==> src/rtl/imm_ext_pkg.sv <==
// Shared definitions for the immediate-extension stage: format-select
// encodings and small sizing helpers used by imm_ext_pipe and imm_ext_comb.
// Optional feature macro used by imm_ext_pipe: IMM_EXT_PCREL_EN.
package imm_ext_pkg;

  localparam int IMM_OP_W = 3;

  typedef logic [IMM_OP_W-1:0] imm_op_t;

  // Immediate format encodings carried on in_ext_op.
  localparam imm_op_t IMM_OP_NONE     = 3'd0;
  localparam imm_op_t IMM_OP_SI12     = 3'd1;
  localparam imm_op_t IMM_OP_UI12     = 3'd2;
  localparam imm_op_t IMM_OP_SI14S2   = 3'd3;
  localparam imm_op_t IMM_OP_SI16S2   = 3'd4;
  localparam imm_op_t IMM_OP_SI20S12  = 3'd5;
  localparam imm_op_t IMM_OP_OFFS26S2 = 3'd6;
  localparam imm_op_t IMM_OP_UI5      = 3'd7;

  // Pointer width for a buffer of 'depth' entries; a single-entry buffer
  // still gets a 1-bit pointer so the declarations stay legal.
  function automatic int ptr_width(input int depth);
    return (depth > 1) ? $clog2(depth) : 1;
  endfunction

endpackage

==> src/rtl/imm_ext_comb.sv <==
// Purely combinational immediate decoder: selects one of eight LoongArch
// immediate fields from the instruction word and sign/zero-extends it to
// XLEN bits. NONE (and any unused code) yields zero.
module imm_ext_comb
  import imm_ext_pkg::*;
#(
  parameter int XLEN = 32
) (
  input  logic [31:0]     inst,
  input  imm_op_t         op,
  output logic [XLEN-1:0] imm
);

  // Raw fields, already shifted into their final bit positions. The signed
  // ones rely on the size cast below to sign-extend to XLEN.
  logic signed [11:0] si12;
  logic        [11:0] ui12;
  logic signed [15:0] si14s2;
  logic signed [17:0] si16s2;
  logic signed [31:0] si20s12;
  logic signed [27:0] offs26s2;
  logic        [4:0]  ui5;

  assign si12     = inst[21:10];
  assign ui12     = inst[21:10];
  assign si14s2   = {inst[23:10], 2'b00};
  assign si16s2   = {inst[25:10], 2'b00};
  assign si20s12  = {inst[24:5], 12'b0};
  assign offs26s2 = {inst[9:0], inst[25:10], 2'b00};
  assign ui5      = inst[14:10];

  // The opcode bits never contribute to an immediate.
  logic unused_opcode_bits;
  assign unused_opcode_bits = ^inst[31:26];

  // Format select with extension to XLEN.
  always_comb begin
    imm = '0;
    unique case (op)
      IMM_OP_SI12:     imm = XLEN'(si12);
      IMM_OP_UI12:     imm = XLEN'(ui12);
      IMM_OP_SI14S2:   imm = XLEN'(si14s2);
      IMM_OP_SI16S2:   imm = XLEN'(si16s2);
      IMM_OP_SI20S12:  imm = XLEN'(si20s12);
      IMM_OP_OFFS26S2: imm = XLEN'(offs26s2);
      IMM_OP_UI5:      imm = XLEN'(ui5);
      default:         imm = '0;
    endcase
  end

endmodule

==> src/rtl/imm_ext_pipe.sv <==
// Registered, handshaked immediate-extension stage between decode and
// execute. Requests are decoded at the push side and stored in a DEPTH-entry
// FIFO, so a result pushed into an empty buffer is visible the next cycle and
// execute stalls never lose an entry. flush and cpu_rst empty the buffer.
// Optional feature: define IMM_EXT_PCREL_EN to add in_pc/out_target, where
// each entry also carries in_pc + immediate (modulo 2^XLEN).
module imm_ext_pipe
  import imm_ext_pkg::*;
#(
  parameter int XLEN  = 32,
  parameter int DEPTH = 2,
  parameter int TAG_W = 8
) (
  input  logic                cpu_clk,
  input  logic                cpu_rst,
  input  logic                flush,
  input  logic                in_valid,
  output logic                in_ready,
  input  logic [31:0]         in_inst,
  input  logic [IMM_OP_W-1:0] in_ext_op,
  input  logic [TAG_W-1:0]    in_tag,
`ifdef IMM_EXT_PCREL_EN
  input  logic [XLEN-1:0]     in_pc,
  output logic [XLEN-1:0]     out_target,
`endif
  output logic                out_valid,
  input  logic                out_ready,
  output logic [XLEN-1:0]     out_imm,
  output logic [TAG_W-1:0]    out_tag
);

  localparam int CNT_W = $clog2(DEPTH + 1);
  localparam int PTR_W = ptr_width(DEPTH);

  localparam logic [CNT_W-1:0] DEPTH_C  = CNT_W'(DEPTH);
  localparam logic [CNT_W-1:0] CNT_ONE  = CNT_W'(1);
  localparam logic [PTR_W-1:0] PTR_ONE  = PTR_W'(1);
  localparam logic [PTR_W-1:0] LAST_PTR = PTR_W'(DEPTH - 1);

  // Occupancy and ring pointers.
  logic [CNT_W-1:0] count_q, count_d;
  logic [PTR_W-1:0] wr_ptr_q, wr_ptr_d;
  logic [PTR_W-1:0] rd_ptr_q, rd_ptr_d;

  // Entry storage; contents are only meaningful below count_q, so no reset.
  logic [XLEN-1:0]  imm_mem [DEPTH];
  logic [TAG_W-1:0] tag_mem [DEPTH];

  logic             push;
  logic             pop;
  logic             wr_en;
  logic [XLEN-1:0]  push_imm;

  // Pointer advance with wrap at DEPTH (DEPTH need not be a power of two).
  function automatic logic [PTR_W-1:0] ptr_inc(input logic [PTR_W-1:0] p);
    return (p == LAST_PTR) ? '0 : (p + PTR_ONE);
  endfunction

  // Decode the immediate for the incoming request.
  imm_ext_comb #(
    .XLEN (XLEN)
  ) u_dec (
    .inst (in_inst),
    .op   (imm_op_t'(in_ext_op)),
    .imm  (push_imm)
  );

  // Ready depends on state only, never on in_valid.
  assign in_ready  = (count_q != DEPTH_C) && !cpu_rst;
  assign out_valid = (count_q != '0);
  assign push      = in_valid && in_ready;
  assign pop       = out_valid && out_ready;
  // A push coinciding with flush is dropped.
  assign wr_en     = push && !flush;

  // Next-state for occupancy and pointers; flush overrides push and pop.
  always_comb begin
    count_d  = count_q;
    wr_ptr_d = wr_ptr_q;
    rd_ptr_d = rd_ptr_q;
    if (flush) begin
      count_d  = '0;
      wr_ptr_d = '0;
      rd_ptr_d = '0;
    end else begin
      if (push) begin
        wr_ptr_d = ptr_inc(wr_ptr_q);
      end
      if (pop) begin
        rd_ptr_d = ptr_inc(rd_ptr_q);
      end
      case ({push, pop})
        2'b10:   count_d = count_q + CNT_ONE;
        2'b01:   count_d = count_q - CNT_ONE;
        default: count_d = count_q;
      endcase
    end
  end

  // Control state registers with synchronous reset.
  always_ff @(posedge cpu_clk) begin
    if (cpu_rst) begin
      count_q  <= '0;
      wr_ptr_q <= '0;
      rd_ptr_q <= '0;
    end else begin
      count_q  <= count_d;
      wr_ptr_q <= wr_ptr_d;
      rd_ptr_q <= rd_ptr_d;
    end
  end

  // Write the decoded immediate and tag into the tail slot.
  always_ff @(posedge cpu_clk) begin
    if (wr_en) begin
      imm_mem[wr_ptr_q] <= push_imm;
      tag_mem[wr_ptr_q] <= in_tag;
    end
  end

  // Present the head entry; outputs read zero whenever the buffer is empty.
  always_comb begin
    out_imm = '0;
    out_tag = '0;
    if (out_valid) begin
      out_imm = imm_mem[rd_ptr_q];
      out_tag = tag_mem[rd_ptr_q];
    end
  end

`ifdef IMM_EXT_PCREL_EN
  logic [XLEN-1:0] tgt_mem [DEPTH];
  logic [XLEN-1:0] push_tgt;

  // PC-relative target computed once at push, wrapping modulo 2^XLEN.
  assign push_tgt = in_pc + push_imm;

  // Store the target alongside its immediate.
  always_ff @(posedge cpu_clk) begin
    if (wr_en) begin
      tgt_mem[wr_ptr_q] <= push_tgt;
    end
  end

  // Head target, zero when no entry is valid.
  always_comb begin
    out_target = '0;
    if (out_valid) begin
      out_target = tgt_mem[rd_ptr_q];
    end
  end
`endif

endmodule
==> config.mk <==
export PLATFORM = sky130hd
export DESIGN_NAME = imm_ext_pipe
export DESIGN_NICKNAME = d
export VERILOG_FILES = /design/src/rtl/imm_ext_pkg.sv /design/src/rtl/imm_ext_comb.sv /design/src/rtl/imm_ext_pipe.sv
export SDC_FILE = /design/constraint.sdc
export NUM_CORES = 1
export LEC_CHECK = 0
export ABC_CLOCK_PERIOD_IN_PS = 4300
export CAP_MARGIN = 40
export CORE_MARGIN = 3
export CORE_UTILIZATION = 40
export DETAILED_ROUTE_END_ITERATION = 12
export DONT_BUFFER_PORTS = 1
export REMOVE_ABC_BUFFERS = 1
export SLEW_MARGIN = 20
export SYNTH_ARGS = -nofsm -noshare
export SYNTH_HDL_FRONTEND = slang
export SYNTH_SLANG_ARGS = --single-unit
==> constraint.sdc <==
create_clock -name cpu_clk -period 4.3 [get_ports cpu_clk]
set_clock_uncertainty 0.1 [all_clocks]
set_input_delay 0.43 -clock cpu_clk [delete_from_list [all_inputs] [get_ports cpu_clk]]
set_output_delay 0.43 -clock cpu_clk [all_outputs]
set_load 0.01 [all_outputs]
==> results by group, run 1 <==
STA
  – Final setup fails: 0
  – Worst slew margin: 0.527
  – RSZ-0062 raised after global routing: false
  – Final Hold Fails: 0
  – Tcrit/Tclk final: 0.590
  – Final setup TNS: 0 ns
  – Fin Hold WS: 0.0394 ns
  – Final worst slack: 1.77 ns
  – Slew Limit Fails: 0
  – Max Fclk: 394 MHz
  – Fin crit period: 2.53 ns
  – Tightest Pin Transition: 0.706 ns

Logic synthesis
  – Mapped Area: 4110 um2
  – Post-synth EDFFs: 80
  – Post-Synthesis Cells: 322
  – Syn_area_per_cell: 12.8 um2
  – Seq/Total Area, Yosys: 0.609
  – Yosys cell types: 38
  – YS warnings: 0
  – Yosys reg bits: 85
  – Ys flop type: edfxtp_1
  – Async SR Flop Fraction: 0

CTS
  – CTS H-Tree Depth: 3
  – Clock latency on the worst-skew pair: 0.35 ns
  – Clock tree buffer depth: 2
  – Clock slew at reported path FFs: 0.09 ns
  – Root cell of the clock tree: clkbuf_8
  – Setup bufs post-CTS: 0
  – CTS tree: yes
  – Cts bufs inserted: 9
  – CTS Hold Buffers Added: 0
  – Resized cells post-CTS: 0
  – Clk sinks: 85

Routing
  – DRT Pass-1 Iters: 4
  – DRC errors left: 0
  – Routed Antenna Nets: 0
  – Wire length per cell: 19.8 um
  – Initial DRC count: 175
  – WL final: 9050 um
  – DR vias/cell: 5.47
  – Total number of vias: 2496

Place
  – IO Port Bufs: 0
  – DP Worst Slack: 2.11 ns
  – DP HPWL: 6010 um
  – GPL Wtd Cong: 0.724

Setup path
  – Crit Reg-Reg Endpoint: count_q[1]$_SDFFE_PP0P_
  – Slowest-stage cell, CP: dfxtp_2
  – CP peak stage delay: 0.78 ns
  – WP data arrival: 2.00 ns
  – R2R Setup Slk: 2.25 ns
  – R2R depth: 5
  – Crit. End Element: primary output
  – Reg-to-Reg Start: count_q[1]$_SDFFE_PP0P_
  – Required time of the critical path: 3.77 ns
  – Crit start category: flip-flop
  – Cell Chain, Critical Path: buf_4 -> mux2i_1 -> nor2_1
  – Setup CP Type: flip-flop to primary output
  – Worst-path maximum fanout: 21

Die
  – Core area: 9860 um2
  – # IOs: 90
  – Die ar.: 11500 um2
  – Initial core utilization: 0.417
  – Die width: 107 um
  – Die H: 107 um
  – Rows: 36

Run
  – Max-cap check violation count: 0

Min path
  – Worst hold-check path type: input pin to flip-flop
  – Hold Crit Depth: 1
  – HP Start: flush

Finish
  – Most frequent cells in the layout: edfxtp_1, mux2i_1, nor2_1
  – Count of nets after finishing: 367
  – Layout cells sized above 1: 0.139
  – Area growth from synthesis to final layout: 9.04%
  – # diodes: 0
  – Commonest non-fill, non-tap cell in the layout: edfxtp_1
  – Fillers: 882

Power
  – Pwr per Cell Area: 376 nW/um2
  – Pwr Total: 0.00169 W
  – Peak supply drop: 0.153 mV
  – P_leak: 1.42 nW

Status
  – Run status: completed

Global route
  – Number of global-route vias before repair: 2569
  – Largest net degree at the start of global routing: 41
  – Global-route wire length before repair: 13800 um
  – Total grt overflow: 0
  – Initial antenna violation count: 0
  – Total track usage: 0.158
## area by class of cell
cell class,instances,area (um2),share of cell area
Sequential cell,85,2500,0.559
Timing Repair Buffer,9,108,0.0240
Multi-Input combinational cell,207,1460,0.326
Clock inverter,7,97.6,0.0218
Inverter,6,22.5,0.00503
Tap cell,133,166,0.0371
Clock buffer,9,124,0.0276
## how the worst max path moves through the flow
| stage | end | slack, ns | depth (start not counted) |
|---|---|---|---|
| 4_1_cts | out_imm[23] | 1.71 | 3 |
| 3_5_place_dp | out_imm[23] | 2.11 | 3 |
| 2_1_floorplan | imm_mem[1][0]$_DFFE_PP_ | 0.06 | 3 |
| 3_3_place_gp | imm_mem[0][28]$_DFFE_PP_ | 1.91 | 3 |
| 5_1_grt | out_imm[17] | 1.67 | 3 |
| 6_report | out_imm[23] | 1.77 | 3 |
## flip-flops by register name, indices dropped and copies added, names as in the netlist, named ones only
name / cells
count_q: 2
imm_mem: 64
rd_ptr_q: 1
tag_mem: 16
wr_ptr_q: 1
## synth_stat cells, types with 6 or more instances
library cell,n,area (um2)
inv_1,6,22.5
nor2_1,44,165
mux2i_1,47,470
buf_2,11,55.1
a22oi_1,10,75.1
o21ai_2,10,87.6
a21oi_1,15,75.1
o21ai_0,14,70.1
nand2_1,7,26.3
clkbuf_1,6,22.5
edfxtp_1,80,2400
nor2b_1,10,62.6
## cells by family (layout without fill, tap and decap cells)
group | after synthesis | after routing | share of synthesized area
compound gates | 71 | 71 | 0.120
xor+xnor | 4 | 4 | 0.00853
flops | 85 | 85 | 0.609
buf+inv | 30 | 31 | 0.0408
mux | 50 | 50 | 0.125
fa+ha+maj | 1 | 1 | 0.00304
simple gates | 81 | 81 | 0.0938
## stage by stage
step / util / cell area [um2] / std cells
3_5_place_dp: 0.430 / 4240 / 438
4_1_cts: 0.452 / 4460 / 454
3_3_place_gp: 0.423 / 4180 / 434
2_1_floorplan: - / 3970 / 298
6_report: 0.454 / 4480 / 456
5_1_grt: 0.454 / 4480 / 456
## per-layer routing
metal | routed length [um] | up-vias | track usage
met5 | 0 | - | 0
met4 | 118 | 0 | 0.0559
met3 | 894 | 11 | 0.0624
met2 | 4400 | 95 | 0.264
met1 | 3640 | 1199 | 0.185
li1 | - | 1191 | -
## report_power, final
part	internal, W	leakage, nW	switching [W]
Sequential	0.000923	0.774	0.00000504
Combinational	0.0000552	0.542	0.0000803
Clock	0.000330	0.106	0.000292
## critical path: cells and delay by family (launching register included)
| family | cells | cell delay (ns) |
|---|---|---|
| buffers and inverters | 1 | 0.46 |
| AND/OR/NAND/NOR | 1 | 0.11 |
| flip-flops | 1 | 0.78 |
| multiplexers | 1 | 0.29 |
No activity file was read; power rests on OpenSTA's default activity.
==> inputs of run 2 (changes only) <==
--- a/config.mk
+++ b/config.mk
@@ -5,7 +5,7 @@
 export SDC_FILE = /design/constraint.sdc
 export NUM_CORES = 1
 export LEC_CHECK = 0
-export ABC_CLOCK_PERIOD_IN_PS = 4300
+export ABC_CLOCK_PERIOD_IN_PS = 2100
 export CAP_MARGIN = 40
 export CORE_MARGIN = 3
 export CORE_UTILIZATION = 40
==> constraint.sdc (replaced) <==
create_clock -name cpu_clk -period 2.1 [get_ports cpu_clk]
set_clock_uncertainty 0.1 [all_clocks]
set_input_delay 0.21 -clock cpu_clk [delete_from_list [all_inputs] [get_ports cpu_clk]]
set_output_delay 0.21 -clock cpu_clk [all_outputs]
set_load 0.01 [all_outputs]
==> run 2 against run 1 <==
  * Power increased by 92%
  * Clock power increased by 64%
  * Register-to-register slack got worse by 2.0 ns
  * Via count increased by 5.2%
  * Critical endpoint is now count_q[1]$_SDFFE_PP0P_
  * Largest power group unchanged
==> results by group, run 2 (synthesis gave the netlist of run 1 again) <==
Place
  – GPL Wtd Cong: 0.745 (was 0.724)
  – DP Worst Slack: 0.231 ns (was 2.11 ns)
  – Placed insts: 439 (was 438)
  – IO Port Bufs: 0 (unchanged)
  – DP HPWL: 5860 um (was 6010 um)

STA
  – Final worst slack: 0.271 ns (was 1.77 ns)
  – Slew Limit Fails: 0 (unchanged)
  – Final Hold Fails: 0 (unchanged)
  – Final setup fails: 0 (unchanged)
  – Tightest Pin Transition: 0.594 ns (was 0.706 ns)
  – Tcrit/Tclk final: 0.871
  – RSZ-0062 raised after global routing: false (unchanged)
  – Fin crit period: 1.83 ns
  – Max Fclk: 547 MHz
  – Final setup TNS: 0 ns (unchanged)
  – Worst slew margin: 0.603 (was 0.527)

Routing
  – Top Metal Used: met4 (unchanged)
  – Wl on met1: 3910 um (was 3640 um)
  – Initial DRC count: 153 (was 175)
  – Met2 WL: 4600 um (was 4400 um)
  – WL final: 9290 um (was 9050 um)
  – Total number of vias: 2627 (was 2496)
  – Wire length per cell: 19.4 um (was 19.8 um)
  – DRT Pass-1 Iters: 4 (unchanged)
  – DRC errors left: 0 (unchanged)
  – Routed Antenna Nets: 0 (unchanged)
  – DR WL met3: 697 um (was 894 um)
  – DR vias/cell: 5.48 (was 5.47)

Finish
  – Fillers: 874 (was 882)
  – Layout cells sized above 1: 0.133 (was 0.139)
  – Commonest non-fill, non-tap cell in the layout: edfxtp_1 (unchanged)
  – Area growth from synthesis to final layout: 13.9% (was 9.04%)
  – Top reg by flops: imm_mem (unchanged)
  – Count of nets after finishing: 390 (was 367)
  – Max FFs per register: 64 (unchanged)
  – Area of the multi-input gates: 1460 um2 (unchanged)
  – # diodes: 0 (unchanged)
  – Largest regs: imm_mem x64, tag_mem x16, count_q x2 (unchanged)
  – Most frequent cells in the layout: edfxtp_1, mux2i_1, nor2_1 (unchanged)
  – Layout Cells excl Fill: 479 (was 456)
  – Register Area: 2500 um2 (unchanged)

Global route
  – Total track usage: 0.164 (was 0.158)
  – Number of global-route vias before repair: 2662 (was 2569)
  – Total grt overflow: 0 (unchanged)
  – Global-route wire length before repair: 14200 um (was 13800 um)
  – Initial antenna violation count: 0 (unchanged)
  – Largest net degree at the start of global routing: 41 (unchanged)

CTS
  – Resized cells post-CTS: 0 (unchanged)
  – Clk sinks: 85 (unchanged)
  – Cts bufs inserted: 9 (unchanged)
  – Clock tree buffer depth: 2 (unchanged)
  – Clock latency on the worst-skew pair: 0.34 ns (was 0.35 ns)
  – Clock slew at reported path FFs: 0.09 ns (about the same)
  – CTS H-Tree Depth: 3 (unchanged)
  – Root cell of the clock tree: clkbuf_8 (unchanged)
  – Setup bufs post-CTS: 0 (unchanged)
  – CTS tree: yes (unchanged)
  – CTS Hold Buffers Added: 22 (was 0)

Die
  – Die H: 107 um (unchanged)
  – Rows: 36 (unchanged)
  – Core area: 9860 um2 (unchanged)
  – # IOs: 90 (unchanged)
  – Initial core utilization: 0.417 (unchanged)
  – Die ar.: 11500 um2 (unchanged)
  – Die width: 107 um (unchanged)

Power
  – Peak supply drop: 0.306 mV (was 0.153 mV)
  – Switching Fraction: 0.238 (was 0.224)
  – Net Switching: 0.000771 W (was 0.000377 W)
  – Internal Power: 0.00246 W (was 0.00131 W)
  – Pwr per Cell Area: 691 nW/um2 (was 376 nW/um2)
  – Reg power frac: 0.586 (was 0.551)
  – P_leak: 1.50 nW (was 1.42 nW)
  – Clk pwr share: 0.315 (was 0.369)
  – Comb power frac: 0.099 (was 0.080)

Setup path
  – Required time of the critical path: 2.28 ns (was 3.77 ns)
  – Crit. End Element: flip-flop (was primary output)
  – Worst-path maximum fanout: 5 (was 21)
  – Crit start category: flip-flop (unchanged)
  – WP data arrival: 2.01 ns (was 2.00 ns)
  – Setup CP Type: flip-flop to flip-flop (was flip-flop to primary output)

Min path
  – Worst hold-check path type: input pin to flip-flop (unchanged)

Run
  – Max-cap check violation count: 0 (unchanged)

Status
  – Run status: completed (unchanged)
run 2: final cells by class:
cell class	instances	area share
Sequential cell	85	0.535
Multi-Input combinational cell	207	0.312
Timing Repair Buffer	32	0.0761
Tap cell	133	0.0355
Clock buffer	9	0.0264
Clock inverter	7	0.0107
Inverter	6	0.00481
run 2: power by group through the flow:
stage	clock network [W]	registers, W	logic (W)
floorplan	0	0.00194	0.000201
global placement	0	0.00194	0.000268
detailed placement	0	0.00194	0.000277
CTS	0.00106	0.00190	0.000316
global route	0.00113	0.00190	0.000353
finish	0.00102	0.00190	0.000321
run 2: critical path, stage by stage, from the launching register on:
cell and delay (ns):
dfxtp_1 0.44, inv_1 0.09, o211ai_1 0.18, buf_4 0.17, ha_1 0.26, or3_1 0.35, a21boi_1 0.16
run 2: path summary, 6_finish.rpt:
| path | startpoint | to | slack (ns) | depth (start not counted) |
|---|---|---|---|---|
| worst max-delay path | count_q[1]$_SDFFE_PP0P_ | count_q[1]$_SDFFE_PP0P_ | 0.27 | 6 |
| worst min-delay path | flush | wr_ptr_q$_SDFFE_PP0P_ | 0.03 | 2 |
| worst max register to register | count_q[1]$_SDFFE_PP0P_ | count_q[1]$_SDFFE_PP0P_ | 0.27 | 6 |
| worst min register to register | wr_ptr_q$_SDFFE_PP0P_ | wr_ptr_q$_SDFFE_PP0P_ | 0.37 | 2 |
run 2: per-layer routing:
layer | GRT usage | vias to the layer above
met5 | 0 | -
met2 | 0.273 | 70
li1 | - | 1240
met1 | 0.191 | 1313
met3 | 0.0666 | 4
met4 | 0.0595 | 0
run 2: per-stage QoR:
stage                     area (um2)  utilization  total power [W]  hold WS [ns]
final                           4680        0.475          0.00324        0.0297
after global routing            4680        0.475          0.00338       0.00841
after CTS                       4660        0.472          0.00327       0.00431
after detailed placement        4260        0.432          0.00221         0.182
after global placement          4260        0.432          0.00220         0.185
after floorplan                 3970            -          0.00214         0.187
==> inputs of run 3 (changes only) <==
--- a/config.mk
+++ b/config.mk
@@ -5,7 +5,7 @@
 export SDC_FILE = /design/constraint.sdc
 export NUM_CORES = 1
 export LEC_CHECK = 0
-export ABC_CLOCK_PERIOD_IN_PS = 2100
+export ABC_CLOCK_PERIOD_IN_PS = 1500
 export CAP_MARGIN = 40
 export CORE_MARGIN = 3
 export CORE_UTILIZATION = 40
@@ -15,4 +15,5 @@
 export SLEW_MARGIN = 20
 export SYNTH_ARGS = -nofsm -noshare
 export SYNTH_HDL_FRONTEND = slang
+export SYNTH_HIERARCHICAL = 1
 export SYNTH_SLANG_ARGS = --single-unit
==> constraint.sdc (replaced) <==
create_clock -name cpu_clk -period 1.5 [get_ports cpu_clk]
set_clock_uncertainty 0.1 [all_clocks]
set_input_delay 0.15 -clock cpu_clk [delete_from_list [all_inputs] [get_ports cpu_clk]]
set_output_delay 0.15 -clock cpu_clk [all_outputs]
set_load 0.01 [all_outputs]
==> run 3 against run 2 <==
  * The run now ends with negative setup slack left
  * Global-route usage increased by 2.1 points
  * Critical path depth unchanged
  * Area after synthesis decreased by 0.94%
  * Hold slack got worse by 0.018 ns
  * Fmax increased by 0.44%
  * Non-clock buffer count increased by 37
  * Clock power increased by 46%
  * Sequential share of layout area decreased by 10 points
  * Clock-buffer cell count unchanged
  * Largest cell class unchanged
  * Combinational power increased by 120%
  * Highest routed layer unchanged
==> results by group, run 3 <==
Setup path
  – Setup CP Type: flip-flop to flip-flop (unchanged)
  – Crit. End Element: flip-flop (unchanged)
  – Worst-path maximum fanout: 3 (was 5)
  – Required time of the critical path: 1.69 ns (was 2.28 ns)
  – Crit start category: flip-flop (unchanged)
  – WP data arrival: 2.01 ns (about the same)

STA
  – RSZ-0062 raised after global routing: true (was false)
  – Max Fclk: 549 MHz (was 547 MHz)
  – Final Hold Fails: 0 (unchanged)
  – Fin crit period: 1.82 ns (was 1.83 ns)
  – Slew Limit Fails: 0 (unchanged)
  – Worst slew margin: 0.600 (was 0.603)
  – Final worst slack: -0.321 ns (was 0.271 ns)
  – Tightest Pin Transition: 0.598 ns (was 0.594 ns)
  – Final setup TNS: -24.39 ns (was 0 ns)
  – Tcrit/Tclk final: 1.21 (was 0.871)
  – Final setup fails: 123 (was 0)

Die
  – Die H: 107 um (about the same)
  – Rows: 36 (unchanged)
  – Die width: 107 um (about the same)
  – Core area: 9820 um2 (was 9860 um2)
  – Die ar.: 11400 um2 (was 11500 um2)
  – # IOs: 90 (unchanged)
  – Initial core utilization: 0.415 (was 0.417)

Logic synthesis
  – Ys flop type: edfxtp_1 (unchanged)
  – Most common cell in the synthesized netlist: edfxtp_1 (unchanged)
  – Mapped Area: 4070 um2 (was 4110 um2)
  – Yosys reg bits: 85 (unchanged)
  – Post-Synthesis Cells: 314 (was 322)
  – Seq/Total Area, Yosys: 0.615 (was 0.609)
  – Cell type with the largest total area after synthesis: edfxtp_1 (unchanged)
  – Largest cells by area after synthesis: edfxtp_1, mux2i_1, nor2_1, mux2_4, dfxtp_1 (was edfxtp_1, mux2i_1, nor2_1, dfxtp_1, o21ai_2)
  – Syn_area_per_cell: 13.0 um2 (was 12.8 um2)
  – YS warnings: 6 (was 0)
  – Yosys cell types: 44 (was 38)
  – Share of Yosys cell area claimed by the top area cell type: 0.590 (was 0.584)
  – Post-synth top cells: edfxtp_1, nor2_1, mux2i_1, a21oi_1, o21ai_1 (was edfxtp_1, mux2i_1, nor2_1, a21oi_1, o21ai_0)
  – Post-synth EDFFs: 80 (unchanged)
  – Async SR Flop Fraction: 0 (unchanged)

CTS
  – Clk sinks: 85 (unchanged)
  – CTS H-Tree Depth: 3 (unchanged)
  – CTS tree: yes (unchanged)
  – Cts bufs inserted: 9 (unchanged)
  – Clock tree buffer depth: 2 (unchanged)
  – Root cell of the clock tree: clkbuf_8 (unchanged)
  – Clock latency on the worst-skew pair: 0.35 ns (was 0.34 ns)
  – Clock slew at reported path FFs: 0.09 ns (about the same)

Power
  – Pwr per Cell Area: 844 nW/um2 (was 691 nW/um2)
  – Internal Power: 0.00361 W (was 0.00246 W)
  – Pwr Total: 0.00487 W (was 0.00324 W)
  – Peak supply drop: 0.433 mV (was 0.306 mV)
  – Reg power frac: 0.553 (was 0.586)
  – Clk pwr share: 0.305 (was 0.315)
  – Comb power frac: 0.142 (was 0.099)
  – Net Switching: 0.00126 W (was 0.000771 W)
  – P_leak: 1.89 nW (was 1.50 nW)
  – Switching Fraction: 0.258 (was 0.238)

Finish
  – Top reg by flops: imm_mem (unchanged)
  – Max FFs per register: 64 (unchanged)
  – Fillers: 799 (was 874)
  – Layout Cells excl Fill: 509 (was 479)
  – Cell area after layout: 5770 um2 (was 4680 um2)
  – Register Area: 2510 um2 (was 2500 um2)
  – Largest regs: imm_mem x64, tag_mem x16, count_q x2 (unchanged)
  – Area growth from synthesis to final layout: 41.7% (was 13.9%)
  – Commonest non-fill, non-tap cell in the layout: edfxtp_1 (unchanged)
  – Most frequent cells in the layout: edfxtp_1, nor2_4, dlygate4sd3_1 (was edfxtp_1, mux2i_1, nor2_1)
  – # diodes: 0 (unchanged)
  – Area of the multi-input gates: 1970 um2 (was 1460 um2)
  – Count of nets after finishing: 420 (was 390)
  – Layout cells sized above 1: 0.444 (was 0.133)
  – Post-layout util: 0.587 (was 0.475)

Routing
  – Total number of vias: 2819 (was 2627)
  – WL final: 11000 um (was 9290 um)
  – Wire length per cell: 21.5 um (was 19.4 um)
  – DR vias/cell: 5.54 (was 5.48)
  – Routed Antenna Nets: 0 (unchanged)
  – DRC errors left: 0 (unchanged)
  – Initial DRC count: 131 (was 153)
  – DRT Pass-1 Iters: 5 (was 4)

Place
  – GPL Wtd Cong: 0.801 (was 0.745)
  – DP HPWL: 5970 um (was 5860 um)
  – Placed insts: 442 (was 439)
  – IO Port Bufs: 0 (unchanged)
  – Dpl cell area: 4330 um2 (was 4260 um2)

Global route
  – Total track usage: 0.185 (was 0.164)
  – Number of global-route vias before repair: 2845 (was 2662)
  – Global-route wire length before repair: 16000 um (was 14200 um)
  – Total grt overflow: 0 (unchanged)
  – Largest net degree at the start of global routing: 41 (unchanged)
  – Initial antenna violation count: 0 (unchanged)

Run
  – Max-cap check violation count: 0 (unchanged)

Status
  – Run status: finished, violations left (was completed)
  – Failing checks: negative setup slack

Min path
  – Worst hold-check path type: input pin to flip-flop (unchanged)
[run 3: cell types whose count changed after synthesis, sizes merged, moves of 3 or more]
| cell | delta |
|---|---|
| a31oi | +3 |
| a21oi | +4 |
| nand2 | +4 |
| a22oi | +3 |
| a22o | -3 |
| nand3 | -3 |
| mux2 | +6 |
| nor2b | -7 |
| mux2i | -6 |
| a221oi | +6 |
| a32oi | -5 |
[run 3: power by group through the flow]
stage | clock (W) | sequential [W] | combinational (W)
floorplan | 0 | 0.00274 | 0.000296
global placement | 0 | 0.00273 | 0.000419
detailed placement | 0 | 0.00273 | 0.000432
CTS | 0.00149 | 0.00268 | 0.000606
global route | 0.00159 | 0.00270 | 0.000741
finish | 0.00149 | 0.00269 | 0.000692
[run 3: cells by family (layout without fill, tap and decap cells)]
kind of cell    count (synthesis)  after routing  synth area share
buf+inv                        28             90            0.0393
simple gates                   76             76            0.0860
flops                          85             85             0.615
mux                            50             50             0.133
xor+xnor                        4              4           0.00861
fa+ha+maj                       1              1           0.00307
compound gates                 70             70             0.116
[run 3: cell type report]
class | instances | area share
repair buffers | 69 | 0.161
inverters | 5 | 0.00369
clock buffers | 9 | 0.0215
clock inverters | 7 | 0.00868
flip-flops and latches | 85 | 0.435
well taps | 133 | 0.0289
multi-input cells | 201 | 0.341
[run 3: critical path, stage by stage, from the launching register on]
cell     delay, ns
dfxtp_2       0.33
nor2b_4       0.12
or3_4         0.37
ha_4          0.18
xnor2_2       0.13
or3_1         0.38
a21oi_2       0.14
[run 3: repair_timing]
item | in CTS | in global routing
gates cloned | 5 | 8
gates resized for setup | 76 | 88
hold endpoints to repair | 49 | 0
buffers inserted | 12 | 7
pin swaps | 21 | 13
setup endpoints to repair | 123 | 123
hold buffers | 22 | 0
[run 3: path summary, 6_finish.rpt]
| path | end | slack (ns) | cells after the start | start |
|---|---|---|---|---|
| setup / recovery | count_q[1]$_SDFFE_PP0P_ | -0.32 | 6 | count_q[1]$_SDFFE_PP0P_ |
| hold / removal | imm_mem[0][3]$_DFFE_PP_ | 0.01 | 2 | in_ext_op[2] |
| setup reg to reg | count_q[1]$_SDFFE_PP0P_ | -0.32 | 6 | count_q[1]$_SDFFE_PP0P_ |
| hold reg to reg | flip-flop | 0.41 | 2 | rd_ptr_q$_SDFFE_PP0P_ |
[run 3: routing by layer]
metal  wire length [um]  global-route usage  part of all wire  vias up
li1                   -                   -                 -     1302
met4                150              0.0639             0.014        0
met3                608              0.0446             0.055       12
met1               4790               0.239              0.44     1393
met5                  0                   0                 0        -
met2               5410               0.307              0.49      112
[run 3: per-stage QoR]
stage	hold slack, ns	setup WS [ns]
2_1_floorplan	0.149	-2.88
6_report	0.0117	-0.321
4_1_cts	0.000283	-0.321
3_3_place_gp	0.149	-0.234
5_1_grt	0.0215	-0.334
3_5_place_dp	0.149	-0.312
